[src/rtl/mem_lsu_pkg.sv]
// Shared types and helpers for the load/store unit: RV32I funct3 codes, FSM encoding,
// and the request legality check (alignment plus illegal/unsupported funct3).
package mem_lsu_pkg;

  localparam logic [2:0] F3_B  = 3'b000;
  localparam logic [2:0] F3_H  = 3'b001;
  localparam logic [2:0] F3_W  = 3'b010;
  localparam logic [2:0] F3_BU = 3'b100;
  localparam logic [2:0] F3_HU = 3'b101;

  typedef enum logic [1:0] {
    ST_IDLE = 2'd0,
    ST_RD   = 2'd1,
    ST_WR   = 2'd2,
    ST_RESP = 2'd3
  } state_e;

  // Unsigned variants have no store form, so BU/HU with we=1 are illegal.
  function automatic logic req_err(input logic we, input logic [2:0] f3, input logic [1:0] alo);
    case (f3)
      F3_B:    req_err = 1'b0;
      F3_H:    req_err = alo[0];
      F3_W:    req_err = (alo != 2'b00);
      F3_BU:   req_err = we;
      F3_HU:   req_err = we | alo[0];
      default: req_err = 1'b1;
    endcase
  endfunction

endpackage

[src/rtl/mem_lsu_if.sv]
// Core request/response and word-memory signals of the load/store unit.
// slave = the LSU itself, master = the core plus memory that surround it.
interface mem_lsu_if #(
  parameter int ADDR_W = 32
);
  logic              i_req;
  logic              i_we;
  logic [2:0]        i_funct3;
  logic [ADDR_W-1:0] i_addr;
  logic [31:0]       i_wdata;
  logic              o_ready;
  logic              o_done;
  logic [31:0]       o_rdata;
  logic              o_err;
  logic              o_mem_we;
  logic [ADDR_W-1:0] o_mem_addr;
  logic [31:0]       o_mem_wdata;
  logic [31:0]       i_mem_rdata;

  modport slave (
    input  i_req, i_we, i_funct3, i_addr, i_wdata, i_mem_rdata,
    output o_ready, o_done, o_rdata, o_err, o_mem_we, o_mem_addr, o_mem_wdata
  );

  modport master (
    output i_req, i_we, i_funct3, i_addr, i_wdata, i_mem_rdata,
    input  o_ready, o_done, o_rdata, o_err, o_mem_we, o_mem_addr, o_mem_wdata
  );
endinterface

[src/rtl/mem_lsu_lane.sv]
// Combinational little-endian lane logic: extracts a sign/zero-extended load value
// from a word, and merges byte/halfword store data into a word for read-modify-write.
module mem_lsu_lane
  import mem_lsu_pkg::*;
(
  input  logic [31:0] word_i,
  input  logic [31:0] wdata_i,
  input  logic [1:0]  addr_lo_i,
  input  logic [2:0]  funct3_i,
  output logic [31:0] load_o,
  output logic [31:0] merge_o
);

  logic [7:0]  byte_sel;
  logic [15:0] half_sel;

  always_comb begin
    byte_sel = word_i[{addr_lo_i, 3'b000} +: 8];
    half_sel = word_i[{addr_lo_i[1], 4'b0000} +: 16];

    load_o = word_i;
    case (funct3_i)
      F3_B:    load_o = {{24{byte_sel[7]}}, byte_sel};
      F3_BU:   load_o = {24'd0, byte_sel};
      F3_H:    load_o = {{16{half_sel[15]}}, half_sel};
      F3_HU:   load_o = {16'd0, half_sel};
      default: load_o = word_i;
    endcase

    merge_o = word_i;
    case (funct3_i)
      F3_B:    merge_o[{addr_lo_i, 3'b000} +: 8] = wdata_i[7:0];
      F3_H:    merge_o[{addr_lo_i[1], 4'b0000} +: 16] = wdata_i[15:0];
      default: merge_o = wdata_i;
    endcase
  end

endmodule

[src/rtl/mem_lsu.sv]
// Load/store unit, one request at a time; done after 1 (error), 2 (load/SW) or 3 (SB/SH) cycles.
// No backpressure beyond o_ready: requests are taken only in IDLE and sampled at acceptance.
module mem_lsu
  import mem_lsu_pkg::*;
#(
  parameter int ADDR_W = 32
) (
  input  logic      i_clk,
  input  logic      i_rst_n,
  mem_lsu_if.slave  bus
);

  state_e            state_q;
  logic              we_q;
  logic [2:0]        f3_q;
  logic [1:0]        alo_q;
  logic [31:0]       wd_q;
  logic [31:0]       rdata_q;
  logic              err_q;
  logic [ADDR_W-1:0] mem_addr_q;
  logic [31:0]       mem_wdata_q;

  logic              acc_err;
  logic [31:0]       load_val;
  logic [31:0]       merge_val;

  assign acc_err = req_err(bus.i_we, bus.i_funct3, bus.i_addr[1:0]);

  mem_lsu_lane u_lane (
    .word_i    (bus.i_mem_rdata),
    .wdata_i   (wd_q),
    .addr_lo_i (alo_q),
    .funct3_i  (f3_q),
    .load_o    (load_val),
    .merge_o   (merge_val)
  );

  always_ff @(posedge i_clk or negedge i_rst_n) begin
    if (!i_rst_n) begin
      state_q     <= ST_IDLE;
      we_q        <= 1'b0;
      f3_q        <= 3'b000;
      alo_q       <= 2'b00;
      wd_q        <= '0;
      rdata_q     <= '0;
      err_q       <= 1'b0;
      mem_addr_q  <= '0;
      mem_wdata_q <= '0;
    end else begin
      case (state_q)
        ST_IDLE: begin
          if (bus.i_req) begin
            we_q  <= bus.i_we;
            f3_q  <= bus.i_funct3;
            alo_q <= bus.i_addr[1:0];
            wd_q  <= bus.i_wdata;
            err_q <= acc_err;
            if (acc_err) begin
              rdata_q <= '0;
              state_q <= ST_RESP;
            end else begin
              mem_addr_q <= {2'b00, bus.i_addr[ADDR_W-1:2]};
              // Whole-word stores skip the read; everything else reads first.
              if (bus.i_we && bus.i_funct3 == F3_W) begin
                mem_wdata_q <= bus.i_wdata;
                state_q     <= ST_WR;
              end else begin
                state_q <= ST_RD;
              end
            end
          end
        end
        ST_RD: begin
          if (we_q) begin
            mem_wdata_q <= merge_val;
            state_q     <= ST_WR;
          end else begin
            rdata_q <= load_val;
            state_q <= ST_RESP;
          end
        end
        ST_WR:   state_q <= ST_RESP;
        ST_RESP: state_q <= ST_IDLE;
      endcase
    end
  end

  // Write enable decodes straight from state so an async reset kills it at once.
  assign bus.o_ready     = (state_q == ST_IDLE);
  assign bus.o_done      = (state_q == ST_RESP);
  assign bus.o_mem_we    = (state_q == ST_WR);
  assign bus.o_rdata     = rdata_q;
  assign bus.o_err       = err_q;
  assign bus.o_mem_addr  = mem_addr_q;
  assign bus.o_mem_wdata = mem_wdata_q;

endmodule

[src/flat_wrapper.sv]
// flat-port wrapper written by rule: the top's interface ports become plain ports
module mem_lsu_flat import mem_lsu_pkg::*;
#(
  parameter int ADDR_W = 32
)
  (i_clk, i_rst_n, bus_i_req, bus_i_we, bus_i_funct3, bus_i_addr, bus_i_wdata, bus_i_mem_rdata, bus_o_ready, bus_o_done, bus_o_rdata, bus_o_err, bus_o_mem_we, bus_o_mem_addr, bus_o_mem_wdata);
  mem_lsu_if #(.ADDR_W(ADDR_W)) bus_i ();
  input  logic i_clk;
  input  logic i_rst_n;
  input wire logic [$bits(bus_i.i_req)-1:0] bus_i_req;
  input wire logic [$bits(bus_i.i_we)-1:0] bus_i_we;
  input wire logic [$bits(bus_i.i_funct3)-1:0] bus_i_funct3;
  input wire logic [$bits(bus_i.i_addr)-1:0] bus_i_addr;
  input wire logic [$bits(bus_i.i_wdata)-1:0] bus_i_wdata;
  input wire logic [$bits(bus_i.i_mem_rdata)-1:0] bus_i_mem_rdata;
  output wire logic [$bits(bus_i.o_ready)-1:0] bus_o_ready;
  output wire logic [$bits(bus_i.o_done)-1:0] bus_o_done;
  output wire logic [$bits(bus_i.o_rdata)-1:0] bus_o_rdata;
  output wire logic [$bits(bus_i.o_err)-1:0] bus_o_err;
  output wire logic [$bits(bus_i.o_mem_we)-1:0] bus_o_mem_we;
  output wire logic [$bits(bus_i.o_mem_addr)-1:0] bus_o_mem_addr;
  output wire logic [$bits(bus_i.o_mem_wdata)-1:0] bus_o_mem_wdata;
  assign bus_i.i_req = bus_i_req;
  assign bus_i.i_we = bus_i_we;
  assign bus_i.i_funct3 = bus_i_funct3;
  assign bus_i.i_addr = bus_i_addr;
  assign bus_i.i_wdata = bus_i_wdata;
  assign bus_i.i_mem_rdata = bus_i_mem_rdata;
  assign bus_o_ready = bus_i.o_ready;
  assign bus_o_done = bus_i.o_done;
  assign bus_o_rdata = bus_i.o_rdata;
  assign bus_o_err = bus_i.o_err;
  assign bus_o_mem_we = bus_i.o_mem_we;
  assign bus_o_mem_addr = bus_i.o_mem_addr;
  assign bus_o_mem_wdata = bus_i.o_mem_wdata;
  mem_lsu #(.ADDR_W(ADDR_W)) u_core (.i_clk(i_clk), .i_rst_n(i_rst_n), .bus(bus_i));
endmodule
[config.mk]
export PLATFORM = sky130hd
export DESIGN_NAME = mem_lsu_flat
export DESIGN_NICKNAME = d
export VERILOG_FILES = /design/src/rtl/mem_lsu_pkg.sv /design/src/rtl/mem_lsu_if.sv /design/src/rtl/mem_lsu_lane.sv /design/src/rtl/mem_lsu.sv /design/src/flat_wrapper.sv
export SDC_FILE = /design/constraint.sdc
export NUM_CORES = 1
export LEC_CHECK = 0
export CAP_MARGIN = 20
export CORE_ASPECT_RATIO = 1.4
export CORE_MARGIN = 2
export CORE_UTILIZATION = 40
export DETAILED_ROUTE_END_ITERATION = 12
export PLACE_DENSITY = 0.68
export RECOVER_POWER = 100
export REMOVE_ABC_BUFFERS = 1
export SLEW_MARGIN = 20
export SYNTH_ARGS = -nofsm -noshare
export SYNTH_HDL_FRONTEND = slang
export SYNTH_SLANG_ARGS = --single-unit
[constraint.sdc]
create_clock -name i_clk -period 3 [get_ports i_clk]
set_input_delay 0.3 -clock i_clk [delete_from_list [all_inputs] [get_ports i_clk]]
set_output_delay 0.3 -clock i_clk [all_outputs]
set_load 0.05 [all_outputs]
* After elaboration in Yosys (flattened, before gate mapping)
Cells that the tools add are included.
** Word-level totals
- Input bits :: 103
- Logic and storage cells :: 64
- Flip-flop bits (word level) :: 135
- Output and inout port bits :: 100
** Cells by class
- Reduce and logical (&&, ||, !) cells :: 10
- Bitwise logic cells :: 2
- $add $sub $neg :: 2
- Shifts and indexed selects :: 6
- Eq/ne operators :: 16
- Multiplexer cells :: 19
** Operators by type and width (number)
- two-way mux 32 bit :: 7
- one-hot mux 32 bit (2 select lines) :: 3
- one-hot mux 32 bit (4 select lines) :: 1
- bitwise mux 32 bit :: 2
- variable shift 16 x 7 -> 32 bit, first input constant :: 1
- variable shift 8 x 7 -> 32 bit, first input constant :: 1
- variable part select 16 x 7 -> 32 bit :: 1
- variable part select 32 x 6 -> 16 bit :: 1
- variable part select 32 x 6 -> 8 bit :: 1
- variable part select 8 x 7 -> 32 bit :: 1
- negation 5 -> 7 bit :: 2
- equality test 3 bit, second input constant :: 4
- one-hot mux 2 bit (4 select lines) :: 1
- equality test 3 x 1 -> 1 bit, second input constant :: 2
- zero test 3 bit :: 2
- two-way mux 2 bit :: 3
- != test 2 x 1 -> 1 bit, second input constant :: 3
- != test 2 bit, second input constant :: 3
- one-hot mux 1 bit (5 select lines) :: 1
- AND reduction 5 bit :: 1
- equality test 2 bit, second input constant :: 2
- AND reduction 4 bit :: 1
- nonzero test 2 bit :: 2
- equality test 3 x 2 -> 1 bit, second input constant :: 1
- other kinds (8) :: 8

* Logic depth before layout (Yosys ltp)
Gate-level depths: netlist of the first run.
- Depth after elaboration :: 6
- Depth in mapped cells :: 9
- Depth with buffers taken out :: 6

* Modules after synthesis
From an unflattened synthesis of the first run, not the netlist that was laid out.
** Second synthesis, totals
- Cells, all modules :: 651
- Area, all modules :: 7299.5 µm²
** Modules (own cells, without submodules)
- mem_lsu :: cells an instance 403, times used 1, area each 5614.1 µm², sequential area each 3378.2 µm²
- mem_lsu_lane :: cells an instance 248, times used 1, area each 1685.4 µm², sequential area each 0.0 µm²

* Worst setup path after synthesis of the first run
OpenSTA, ideal clock, no wires.
- Path kind :: register to register
- Start point :: reg u_core.alo_q[0]
- End point :: reg u_core.mem_wdata_q[30], in the netlist u_core.bus.o_mem_wdata[30]
- Data arrival time :: 2.267 ns
- Required time :: 2.879 ns
- Setup time :: 0.121 ns
- Path slack :: 0.613 ns
- Cell stages (with the launch flop) :: 10
- Path buffers :: 3
- Clock period less this slack :: 2.387 ns
- Path through :: dfrtp_1 > buf_2 > clkbuf_1 > inv_1 > ha_1 > clkbuf_1 > and3b_1 > a221oi_1 > o21ai_0 > a22o_1
** Between the ends
- Word-level cells in the longest chain between the ends :: 6
- Elaborated cells between the ends (all ways) :: 7
- Classes of those cells :: add/sub: 1; shift: 2; mux: 4
** Ends and longest elaborated chain
- start: declaration :: line mem_lsu.sv:16 : logic [1:0] alo_q;
- start signal: assignment :: line mem_lsu.sv:55 : alo_q <= bus.i_addr[1:0];
- negation 5 -> 7 bit (*) :: line mem_lsu_lane.sv:32 : F3_B: merge_o[{addr_lo_i, 3'b000} +: 8] = wdata_i[7:0];
- variable part select 8 x 7 -> 32 bit / variable shift 8 x 7 -> 32 bit (equally long branches) :: line mem_lsu_lane.sv:32
- bitwise mux 32 bit (*) :: line mem_lsu_lane.sv:32
- one-hot mux 32 bit (2 select lines) (*) :: line mem_lsu_lane.sv:31 : case (funct3_i)
- two-way mux 32 bit (*) :: line mem_lsu.sv:74 : if (we_q) begin
- one-hot mux 32 bit (2 select lines) (*) :: line mem_lsu.sv:50 : case (state_q)
- end signal: assignment :: line mem_lsu.sv:65 : mem_wdata_q <= bus.i_wdata;
- end signal: assignment :: line mem_lsu.sv:75 : mem_wdata_q <= merge_val;
- end: declaration :: line mem_lsu.sv:21 : logic [31:0] mem_wdata_q;
Mark *: on every way between the ends. The rest lies on a longest branch, timed or not. The select of a mux whose other input is x is not followed.
A chain may end at the register's enable or synchronous reset.

* Worst setup path after layout of the first run
- Start point :: reg u_core.state_q[1]
- End point :: reg u_core.mem_wdata_q[12], in the netlist u_core.bus.o_mem_wdata[12]
** Between the ends
- Word-level cells in the longest chain between the ends :: 3
- Elaborated cells between the ends (all ways) :: 9
- Classes of those cells :: eq/ne: 5; mux: 1; reduce/logical: 3
** Ends and longest elaborated chain
- start: declaration :: line mem_lsu.sv:13 : state_e state_q;
- start signal: assignment :: line mem_lsu.sv:40 : state_q <= ST_IDLE;
- start signal: assignment :: line mem_lsu.sv:60 : state_q <= ST_RESP;
- start signal: assignment :: line mem_lsu.sv:66 : state_q <= ST_WR;
- equality test 2 x 1 -> 1 bit / zero test 2 bit (equally long branches) :: line mem_lsu.sv:50
- != test 2 x 1 -> 1 bit (no line) (tied with other cells)
- AND reduction 5 bit (no line)
Several ways; a longest one is shown, not always the timed one.

==> run_results.csv, run 1 <==
group,metric,value,unit
worst_setup_path,crit_required,3.34,ns
worst_setup_path,startpoint_type,"flip-flop",
worst_setup_path,criticalPathCategory,"flip-flop to flip-flop",
synthesis,ys_warn_count,0,
routing,firstDrtPassIters,7,
clock_network,clock-root-buffer,"clkbuf_16",
routing,routedWlPerCell,21.7,µm
finish,fin_nets,986,
clock_network,clock_sinks,135,
global_route,grt_max_degree,64,
finish,antenna_cells,0,
floorplan,start_util,40.8,%
worst_setup_path,crit_path_end,"u_core.bus.o_mem_wdata[12]",
synthesis,syn_inst,699,
power,clkPwrFrac,15.9,%
sta,hold_viol,0,
place,hpwl,17.6,mm
routing,drt_iter0_drc,589,
finish,drive_gt1_share,12.2,%
global_route,antenna_found_initial,0,
worst_setup_path,rrSetupSlack,0.33,ns
sta,drv_slew,0,
routing,vias_per_cell,5.92,
worst_setup_path,rr_startpoint,"u_core.state_q[1]",
power,power-per-cell-area,1290,nW/µm²
sta,fin_ws,0.334,ns
min_path,hp-class,"input pin to flip-flop",
synthesis,synth.distinct_cells,60,
sta,tightest_slew,1.38,ns
power,power.switching,6610,µW
floorplan,core_area,18500,µm²
clock_network,cts_tree,"built",
global_route,grt_pass1_vias,6668,
worst_setup_path,arrival,3.01,ns
worst_setup_path,r2r_cells,7,
sta,rsz0062_at_grt,"no",
synthesis,synthDominantCellAreaShare,44.7,%
routing,drc,0,
worst_setup_path,endpoint_kind,"flip-flop",
finish,post-route-cell-area,10300,µm²
power,swShare,49.8,%
routing,wl,24.6,mm
floorplan,dieArea,20000,µm²
synthesis,yosys_register_bits,135,
synthesis,ys.flop_type,"dfrtp_1",
synthesis,yosysTopAreaCell,"dfrtp_1",
place,gp_congestion,0.846,
power,p_comb_share,58.6,%
clock_network,htree_num_levels,4,
global_route,overflow,0,
sta,slew_headroom,7.80,%
synthesis,syn_area_per_cell,10.8,µm²
synthesis,synth-edff-count,0,
clock_network,clk_pin_slew,0.07,ns
power,p_int,6650,µW
floorplan,rows,59,
place,place_ws,0.361,ns
run_status,run_status,"completed",
synthesis,synthArstFlopShare,100,%
global_route,gr-max-usage-layer,"met2",
worst_setup_path,startpoint,"u_core.state_q[1]",
floorplan,die_w,120,µm
sta,setup_violations,0,
sta,hold_slack,0.462,ns
global_route,grt_use_met2,41.5,%
finish,area_growth,36.2,%
place,port_buffers,200,
worst_setup_path,crit_fanout,32,
clock_network,postCtsSetupRepairBufs,0,
sta,tns,0,ns
worst_setup_path,r2r-end,"u_core.bus.o_mem_wdata[12]",
sta,min_period,2.67,ns
clock_network,clock_path_buffers,2,
synthesis,synthTopCellsByArea,"dfrtp_1, mux2_2, mux2_1",
global_route,grt_pass1_wl,38.1,mm
sta,finalCritPeriodShare,88.9,%
global_route,met3_usage,4.62,%
global_route,grt_util_all_layers,24.3,%
power,peakVddDrop,0.512,mV
min_path,min_from,"bus_i_addr[2]",
power,power.leakage,0.00436,µW
power,p_total,13300,µW
routing,num_vias,6691,
floorplan,io_pins,203,
routing,ant_nets,0,
synthesis,ys_seq_area_share,44.7,%
power,seq_power_share,25.5,%
global_route,use_met1,30.2,%
sta,finClkSkew,0.00701,ns
flow_run,maxCapViolations,0,
sta,fmax,375,MHz
clock_network,worst_skew_pair.late_latency,0.42,ns
clock_network,cts_made_buffers,17,
floorplan,die_h,167,µm
place,dpl_cell_area,9760,µm²
synthesis,syn_area,7560,µm²
==> through the flow <==
step                utilization, %  std cells
floorplan                        -        633
global placement              52.7       1098
detailed placement            52.7       1098
CTS                           55.9       1131
global route                  55.6       1131
finish                        55.6       1131
==> per-layer routing <==
metal	part of all wire, %	up-vias
li1	-	3048
met1	40	3304
met2	50	287
met3	6.9	52
met4	3.2	0
met5	0	-
==> sequential cells by signal, summed over array words and instances, names as in the netlist <==
register and cells:
u_core.alo_q 2, u_core.bus.o_mem_addr 30, u_core.f3_q 3, u_core.bus.o_err 1, u_core.bus.o_rdata 32, u_core.bus.o_mem_wdata 32, u_core.state_q 2, u_core.we_q 1
u_core.wd_q 32
==> area by class of cell <==
cell class,count,area (µm²)
multi-input cells,474,3790
repair buffers,222,2150
well taps,244,305
inverters,24,90.1
fillers,1630,8230
clock inverters,15,158
clock buffers,17,425
flip-flops and latches,135,3380
==> cell usage in the layout, fill, tap and decap left out, types with 7 or more instances in the layout <==
| master | n |
|---|---|
| dfrtp_1 | 134 |
| dlygate4sd3_1 | 100 |
| clkdlybuf4s50_1 | 100 |
| mux2_2 | 42 |
| mux2i_1 | 32 |
| o21ai_0 | 31 |
| nand2_1 | 31 |
| mux2_1 | 30 |
| a221oi_1 | 24 |
| nor2_1 | 23 |
| inv_1 | 22 |
| a221o_1 | 19 |
| o2bb2ai_1 | 19 |
| a21oi_1 | 18 |
| clkbuf_16 | 17 |
| a2bb2oi_1 | 16 |
| a22o_1 | 15 |
| buf_4 | 15 |
| a32oi_1 | 14 |
| nor3_1 | 14 |
| nor2b_1 | 12 |
| nand2b_1 | 11 |
| a211oi_1 | 11 |
| o21ai_1 | 10 |
| o2111ai_1 | 10 |
| and3_1 | 9 |
| o22ai_1 | 8 |
| a211o_1 | 8 |
| nor4bb_1 | 8 |
| ha_1 | 8 |
| o31ai_1 | 7 |
| inv_6 | 7 |
==> power groups by stage <==
stage               logic [µW]  registers [µW]  clock network, µW
floorplan                 3230            5420                  0
global placement          7920            3400                  0
detailed placement        8000            3410                  0
CTS                       8020            3390               2140
global route              8260            3480               2230
finish                    7770            3380               2110
==> worst min path at each step <==
stage | slack (ns) | end | depth (start not counted)
global placement | 0.26 | u_core.bus.o_rdata[5] | 1
global route | 0.47 | u_core.bus.o_mem_addr[8] | 2
finish | 0.46 | u_core.bus.o_mem_addr[0] | 2
CTS | 0.39 | u_core.bus.o_rdata[5] | 2
floorplan | 0.004 | u_core.alo_q[0] | 0
detailed placement | 0.26 | u_core.bus.o_rdata[5] | 1
==> cells in the mapped netlist (10+ instances only) <==
cell / count
clkbuf_1: 35
a211oi_1: 11
a21oi_1: 18
a32oi_1: 14
mux2i_1: 32
nand2_1: 31
mux2_2: 42
nor2b_1: 12
nor2_1: 22
inv_1: 22
dfrtp_1: 135
nand2b_1: 11
buf_2: 22
a2bb2oi_1: 16
nor3_1: 14
o21ai_0: 26
a221oi_1: 24
a221o_1: 19
o21ai_1: 16
o2111ai_1: 10
o2bb2ai_1: 19
a22o_1: 15
mux2_1: 30
==> timing repair <==
action,in CTS,in global routing
hold buffers,1,0
resized for setup,0,0
endpoints found under the hold margin,42,0
==> critical path, cell delays in order (launching register included) <==
cell and delay, ns:
dfrtp_1 0.41, inv_1 0.09, ha_2 0.51, buf_4 0.43, o21ai_0 0.18, buf_4 0.27, nor2_1 0.47, a2bb2oi_1 0.21
==> cell families after synthesis <==
family | synth area share [%]
multiplexers | 15.3
adder cells (fa/ha/maj) | 1.49
AND/OR/NAND/NOR | 10.1
AO/OA/AOI/OAI | 23.2
flip-flops | 44.7
other | 0.0496
buffers and inverters | 5.28
No activity file was read; power rests on OpenSTA's default activity.
==> run 2, diff against run 1 <==
--- a/config.mk
+++ b/config.mk
@@ -9,6 +9,7 @@
 export CORE_ASPECT_RATIO = 1.4
 export CORE_MARGIN = 2
 export CORE_UTILIZATION = 40
+export CTS_CLUSTER_DIAMETER = 60
 export DETAILED_ROUTE_END_ITERATION = 12
 export PLACE_DENSITY = 0.68
 export RECOVER_POWER = 100
==> results of run 2 <==
Final layout, timing and power as in run 1 (identical DEF).
